[src/rtl/keypad_scan_onehot.sv]
// 4x4 active-low matrix keypad scanner with debounce and one-hot key output.
// Optional auto-repeat of key_stb while held: define KEYPAD_AUTOREPEAT_EN.
module keypad_scan_onehot #(
  parameter int unsigned SCAN_DIV      = 50000,
  parameter int unsigned DEBOUNCE_CNT  = 20,
  parameter int unsigned REPEAT_DELAY  = 500,
  parameter int unsigned REPEAT_PERIOD = 100
) (
  input  logic        clk,
  input  logic        rst_n,
  input  logic [3:0]  col_in,
  output logic [3:0]  row_out,
  output logic [15:0] onehot,
  output logic [3:0]  key_code,
  output logic        key_stb
);

  localparam int unsigned DIV_W = $clog2(SCAN_DIV);
  localparam int unsigned CNT_W = $clog2(DEBOUNCE_CNT + 1);
  localparam logic [DIV_W-1:0] DIV_LAST = DIV_W'(SCAN_DIV - 1);
  localparam logic [CNT_W-1:0] CNT_LAST = CNT_W'(DEBOUNCE_CNT);
  localparam logic [CNT_W-1:0] CNT_ONE  = CNT_W'(1);

  if (SCAN_DIV < 4 || DEBOUNCE_CNT < 1 || REPEAT_DELAY < 1 || REPEAT_PERIOD < 1) begin : g_cfg_check
    $error("keypad_scan_onehot: invalid parameter set");
  end

  typedef enum logic [1:0] {SCAN, DEB_P, PRESSED, DEB_R} state_t;

  logic [3:0]       r_col_meta, r_col_s;
  logic [DIV_W-1:0] r_div;
  state_t           r_state, w_state;
  logic [1:0]       r_row, w_row;
  logic [1:0]       r_col, w_col;
  logic [CNT_W-1:0] r_cnt, w_cnt;
  logic [15:0]      r_onehot, w_onehot;
  logic [3:0]       r_key_code, w_key_code;
  logic             r_key_stb, w_key_stb;

  logic             w_tick;
  logic             w_one_low;
  logic [1:0]       w_col_idx;
  logic [3:0]       w_col_held;
  logic [CNT_W-1:0] w_cnt_inc;

`ifdef KEYPAD_AUTOREPEAT_EN
  localparam int unsigned HOLD_MAX = (REPEAT_DELAY > REPEAT_PERIOD) ? REPEAT_DELAY : REPEAT_PERIOD;
  localparam int unsigned HOLD_W   = $clog2(HOLD_MAX + 1);
  localparam logic [HOLD_W-1:0] HOLD_DLY = HOLD_W'(REPEAT_DELAY);
  localparam logic [HOLD_W-1:0] HOLD_PER = HOLD_W'(REPEAT_PERIOD);

  logic [HOLD_W-1:0] r_hold, w_hold, w_hold_inc, w_hold_lim;
  logic              r_rep, w_rep;

  assign w_hold_inc = r_hold + 1'b1;
  assign w_hold_lim = r_rep ? HOLD_PER : HOLD_DLY;

  always_ff @(posedge clk or negedge rst_n) begin
    if (!rst_n) begin
      r_hold <= '0;
      r_rep  <= 1'b0;
    end else begin
      r_hold <= w_hold;
      r_rep  <= w_rep;
    end
  end
`endif

  always_ff @(posedge clk or negedge rst_n) begin
    if (!rst_n) begin
      r_col_meta <= '1;
      r_col_s    <= '1;
      r_div      <= '0;
    end else begin
      r_col_meta <= col_in;
      r_col_s    <= r_col_meta;
      r_div      <= (r_div == DIV_LAST) ? '0 : r_div + 1'b1;
    end
  end

  assign w_tick     = (r_div == DIV_LAST);
  assign w_col_held = ~(4'b0001 << r_col);
  assign w_cnt_inc  = (r_cnt == CNT_LAST) ? r_cnt : r_cnt + 1'b1;

  always_comb begin
    w_one_low = 1'b1;
    w_col_idx = 2'd0;
    case (r_col_s)
      4'b1110: w_col_idx = 2'd0;
      4'b1101: w_col_idx = 2'd1;
      4'b1011: w_col_idx = 2'd2;
      4'b0111: w_col_idx = 2'd3;
      default: w_one_low = 1'b0;
    endcase
  end

  always_ff @(posedge clk or negedge rst_n) begin
    if (!rst_n) begin
      r_state    <= SCAN;
      r_row      <= '0;
      r_col      <= '0;
      r_cnt      <= '0;
      r_onehot   <= '0;
      r_key_code <= '0;
      r_key_stb  <= 1'b0;
    end else begin
      r_state    <= w_state;
      r_row      <= w_row;
      r_col      <= w_col;
      r_cnt      <= w_cnt;
      r_onehot   <= w_onehot;
      r_key_code <= w_key_code;
      r_key_stb  <= w_key_stb;
    end
  end

  always_comb begin
    w_state    = r_state;
    w_row      = r_row;
    w_col      = r_col;
    w_cnt      = r_cnt;
    w_onehot   = r_onehot;
    w_key_code = r_key_code;
    w_key_stb  = 1'b0;
`ifdef KEYPAD_AUTOREPEAT_EN
    w_hold     = r_hold;
    w_rep      = r_rep;
`endif
    if (w_tick) begin
      case (r_state)
        SCAN: begin
          if (w_one_low) begin
            w_col   = w_col_idx;
            w_cnt   = CNT_ONE;
            w_state = DEB_P;
          end else begin
            w_row = r_row + 1'b1;
          end
        end
        DEB_P: begin
          if (r_col_s == w_col_held) begin
            w_cnt = w_cnt_inc;
            if (w_cnt_inc == CNT_LAST) begin
              w_onehot   = 16'h0001 << {r_row, r_col};
              w_key_code = {r_row, r_col};
              w_key_stb  = 1'b1;
              w_state    = PRESSED;
            end
          end else begin
            w_cnt   = '0;
            w_state = SCAN;
            w_row   = r_row + 1'b1;
          end
        end
        PRESSED: begin
`ifdef KEYPAD_AUTOREPEAT_EN
          if (r_col_s == 4'hF) begin
            w_cnt   = CNT_ONE;
            w_state = DEB_R;
            w_hold  = '0;
            w_rep   = 1'b0;
          end else if (w_hold_inc == w_hold_lim) begin
            w_key_stb = 1'b1;
            w_hold    = '0;
            w_rep     = 1'b1;
          end else begin
            w_hold = w_hold_inc;
          end
`else
          if (r_col_s == 4'hF) begin
            w_cnt   = CNT_ONE;
            w_state = DEB_R;
          end
`endif
        end
        DEB_R: begin
          if (r_col_s == 4'hF) begin
            w_cnt = w_cnt_inc;
            if (w_cnt_inc == CNT_LAST) begin
              w_onehot = '0;
              w_cnt    = '0;
              w_state  = SCAN;
              w_row    = r_row + 1'b1;
            end
          end else if (r_col_s == w_col_held) begin
            // bounce back onto the same key: resume holding without a new strobe
            w_cnt   = '0;
            w_state = PRESSED;
          end
        end
        default: w_state = SCAN;
      endcase
    end
  end

  assign row_out  = ~(4'b0001 << r_row);
  assign onehot   = r_onehot;
  assign key_code = r_key_code;
  assign key_stb  = r_key_stb;

endmodule
[config.mk]
export PLATFORM = sky130hd
export DESIGN_NAME = keypad_scan_onehot
export DESIGN_NICKNAME = d
export VERILOG_FILES = /design/src/rtl/keypad_scan_onehot.sv
export SDC_FILE = /design/constraint.sdc
export NUM_CORES = 1
export LEC_CHECK = 0
export ABC_CLOCK_PERIOD_IN_PS = 3000
export BUFFER_PORTS_ARGS = -buffer_cell sky130_fd_sc_hd__buf_4
export CORE_MARGIN = 2
export CORE_UTILIZATION = 58
export CTS_CLUSTER_DIAMETER = 30
export DETAILED_ROUTE_END_ITERATION = 6
export HOLD_SLACK_MARGIN = 0.05
export PLACE_DENSITY = 0.88
export REMOVE_ABC_BUFFERS = 1
export SLEW_MARGIN = 20
export SYNTH_ARGS = -nofsm -noshare
export SYNTH_HDL_FRONTEND = slang
export SYNTH_SLANG_ARGS = --single-unit
[constraint.sdc]
create_clock -name clk -period 3 [get_ports clk]
set_input_delay 0.45 -clock clk [delete_from_list [all_inputs] [get_ports clk]]
set_output_delay 0.45 -clock clk [all_outputs]
set_load 0.05 [all_outputs]
==> summary.md <==
| Metric | Value |
|---|---|
| Number of antenna violations at the first check in global routing | `0` |
| Sequential element share of the synthesized area | `50.1%` |
| Post-Layout Inst Area | `3180 µm²` |
| Crit end category | `flop` |
| FF+latch count, synth | `56` |
| First-pass GRT wire length | `8.94 mm` |
| Count of final setup violators | `0` |
| TritonCTS Buffers | `5` |
| Routed WL per cell | `approximately 15 µm` |
| Worst-case headroom to the max-slew limit | `around 55%` |
| Core ar. | `roughly 4700 µm²` |
| DRT Wirelength | `roughly 5.3 mm` |
| Max Transition Viols Final | `0` |
| Fin util | `approximately two thirds` |
| Worst-case setup slack after placement | `about 470 ps` |
| Post-Synth XOR/XNOR Area | `under 10%` |
| Number of enable-type register cells in the synthesized netlist | `0` |
| Syn Std Cell Area | `2820 µm²` |
| Final #Nets | `about 300` |
| Path type of the worst min-delay path | `in -> async` |
| Clock tree from TritonCTS | `yes` |
| Overall overflow remaining after global route | `0` |
| Library cell used as clock root buffer | `clkbuf_8` |
| CP Class | `reg -> reg` |
| Number of search-and-repair iterations in the first detailed-routing pass | `4` |
| Number of diodes | `0` |
| Peak ir drop on the vdd network | `between 200 and 300 µV` |
| GR Util All Layers | `around 22%` |
| IO buf count | `30` |
| Post-synthesis adder-cell area fraction | `roughly 3.1%` |
| Skew final | `4.31 ps` |
| Worst path required time | `~3200 ps` |
| Horiz. Die Dim | `between 70 and 80 µm` |
| Number of endpoints with negative hold slack in the final report | `0` |
| Mux cell area share after synthesis | `about a tenth` |
| Leading register cell type out of synthesis | `dfrtp_1` |
| Maximum number of pins on one net before global-route repair | `57` |
| Via count of the first global-routing pass | `1997` |
| Min Clock Period, post-route | `2540 ps` |
| Number of vias per cell after detailed routing | `5.76` |
| Avg Cell Area, Syn | `~11 µm²` |
| Count of mapped cells out of synthesis | `260` |
| Share of the synthesized area in the top cell type | `between 40% and 50%` |
| Synthesized-area fraction occupied by and/or/nand/nor cells | `about a fifth` |
| Initial Util | `about 60%` |
| Pwr/cell area | `a little over 400 nW/µm²` |
| Proportion of layout cells with a drive suffix above 1 | `approximately a quarter` |
| Number of clock sinks seen by CTS | `56` |
| Total number of vias | `~2000` |
| Number of DRC violations after detailed-routing iteration 0 | `~110` |
| Fin worst setup slack | `456 ps` |
| Non-Filler Instances | `~340` |
| Clock network latency to the later pin of the worst-skew pair | `roughly 310 ps` |
| Unrepaired setup endpoints after global routing | `false` |
| # IOs | `31` |
| H-Tree Level Count | `2` |
| Result of the run | `finished, final reports clean` |
| Global routing usage on met2 | `around 39%` |
| Total leakage power | `approximately 1.5 nW` |
| Maximum number of buffers from clock root to sink | `2` |
| Count of cell types in the netlist | `54` |
| Routability cong. | `0.789` |
| Half-perimeter wire length of the detailed placement result | `3.95 mm` |
| Die Height | `around 74 µm` |
| Maximum Capacitance Violations | `0` |
| Post-route worst hold slack | `between 150 and 200 ps` |
| Cell type with the highest aggregate area in the netlist | `dfrtp_1` |
| Met1 Track Usage GR | `25.6%` |
| Detailed-route DRC error count | `0` |
| Post-Route Setup TNS | `0 ps` |
| Main combinational cell family by area after synthesis | `simple AND/OR/NAND/NOR gates` |
| Count of filler cells inserted in the layout | `341` |
| Yosys synthesis warning count | `0` |
| Crit path max fanout | `16` |
| Critical Path Start Type | `flop` |
| Count of hold-fix buffers inserted at cts | `0` |
| Highest clock rate | `a little under 400 MHz` |
| Clock transition time at the flip-flop clock pins of the worst setup and hold paths | `90 ps` |
| Tightest Pin Transition | `673 ps` |
| Async SR Flop Fraction | `100%` |
| Cell area reported after detailed placement | `slightly above 3000 µm²` |
| Number of placed instances with taps included | `~340` |
| Total setup buffers inserted after CTS | `0` |
| Met3 track utilization from global routing | `about 5.5%` |
| Antenna Violating Nets Remaining | `0` |
| Overall power after layout | `1.29 mW` |
| Share of the synthesized area in compound gates (AO/OA/AOI/OAI) | `between 7 and 8%` |
| Core Rows | `25` |
| Most area-consuming cells after synthesis | `dfrtp_1, dfstp_2, mux2_4, xor2_1, nor2_1` |
| Total die area | `roughly 5400 µm²` |
| Grt peak-use layer | `met2` |
| Area overhead of the layout relative to synthesis | `12.7%` |
| Post-route fraction of the period consumed by the critical path | `around 85%` |
| Data arrival time at the worst-slack endpoint | `between 2000 and 3000 ps` |
| Resized cells post-CTS | `0` |
synth_stat cells (3+ instances only):
cell and number:
xor2_1 14, mux2_2 8, nand2b_1 3, nand3_1 16, nor2b_1 3, nor3_1 9
o21ai_0 3, nand2_1 20, a21oi_1 6, nor2_1 28, dfstp_2 8, xnor2_1 6
mux2_1 3, inv_1 12, dfrtp_1 48, buf_2 4, nand4_1 4, o21ai_1 3
ha_1 7, and3_1 3, mux2_4 10
cell usage in the layout, fill, tap and decap left out, types with 4 or more instances in the layout:
| master | instances |
|---|---|
| dfrtp_1 | 48 |
| buf_4 | 31 |
| nor2_1 | 28 |
| nand2_1 | 20 |
| nand3_1 | 16 |
| xor2_1 | 14 |
| inv_1 | 12 |
| mux2_4 | 10 |
| nor3_1 | 9 |
| mux2_2 | 8 |
| dfstp_2 | 8 |
| ha_1 | 7 |
| xnor2_1 | 6 |
| a21oi_1 | 6 |
| clkbuf_8 | 5 |
| nand4_1 | 4 |
metal layers:
| layer | routed length [µm] | part of all wire (%) | vias to the layer above |
|---|---|---|---|
| met5 | 0 | 0 | - |
| met1 | 2240 | 42 | 966 |
| met4 | 87 | 1.6 | 0 |
| met3 | 212 | 4.0 | 7 |
| li1 | - | - | 965 |
| met2 | 2770 | 52 | 44 |
worst max-delay path, cell delays in order (launching register included):
cell and delay (ps):
dfrtp_1 470, inv_1 110, ha_1 210, and4b_1 280
o21ai_1 110, a211oi_1 330, and2_2 270, nand3_4 250
mux2_2 390
report_power, final:
part           switching (mW)  internal [mW]  leakage [nW]  total, mW
Sequential            0.00628          0.764         0.741      0.771
Clock                   0.236          0.247        0.0541      0.483
Combinational          0.0223         0.0115         0.711     0.0337
Total                   0.265           1.02          1.51       1.29
flip-flops by register name (all words and copies together) (netlist names):
signal      cells
key_code        4
key_stb         1
onehot         16
r_cnt           5
r_col           2
r_col_meta      4
r_col_s         4
r_div          16
r_row           2
r_state         2
cells by family (layout without fill, tap and decap cells):
logic type      Yosys count  after routing
simple gates            104            104
flops                    56             56
compound gates           31             31
mux                      21             21
buf+inv                  21             51
xor+xnor                 20             20
fa+ha+maj                 7              7
path summary, 6_finish.rpt:
kind                            slack, ps                      end  cells after the start                    start
worst max register to register        460    onehot[8]$_DFFE_PN0P_                      8     r_cnt[0]$_DFFE_PN0P_
min in group clk                      240  r_col_meta[1]$_DFF_PN1_                      1                col_in[1]
worst max-delay path                  460    onehot[8]$_DFFE_PN0P_                      8     r_cnt[0]$_DFFE_PN0P_
worst min-delay path                  180     r_col[0]$_DFFE_PN0P_                      1                    rst_n
worst min register to register        360     r_col_s[1]$_DFF_PN1_                      0  r_col_meta[1]$_DFF_PN1_
max in group asynchronous            2390    onehot[7]$_DFFE_PN0P_                      1                    rst_n
layout make-up:
cell class	instances	area, µm²	share of cell area (%)
Sequential cell	56	1410	44.4
Timing Repair Buffer	31	233	7.33
Inverter	12	45.0	1.42
Clock inverter	3	42.5	1.34
Clock buffer	5	68.8	2.17
Tap cell	54	67.6	2.13
Multi-Input combinational cell	183	1310	41.2
No activity file was read; power rests on OpenSTA's default activity.
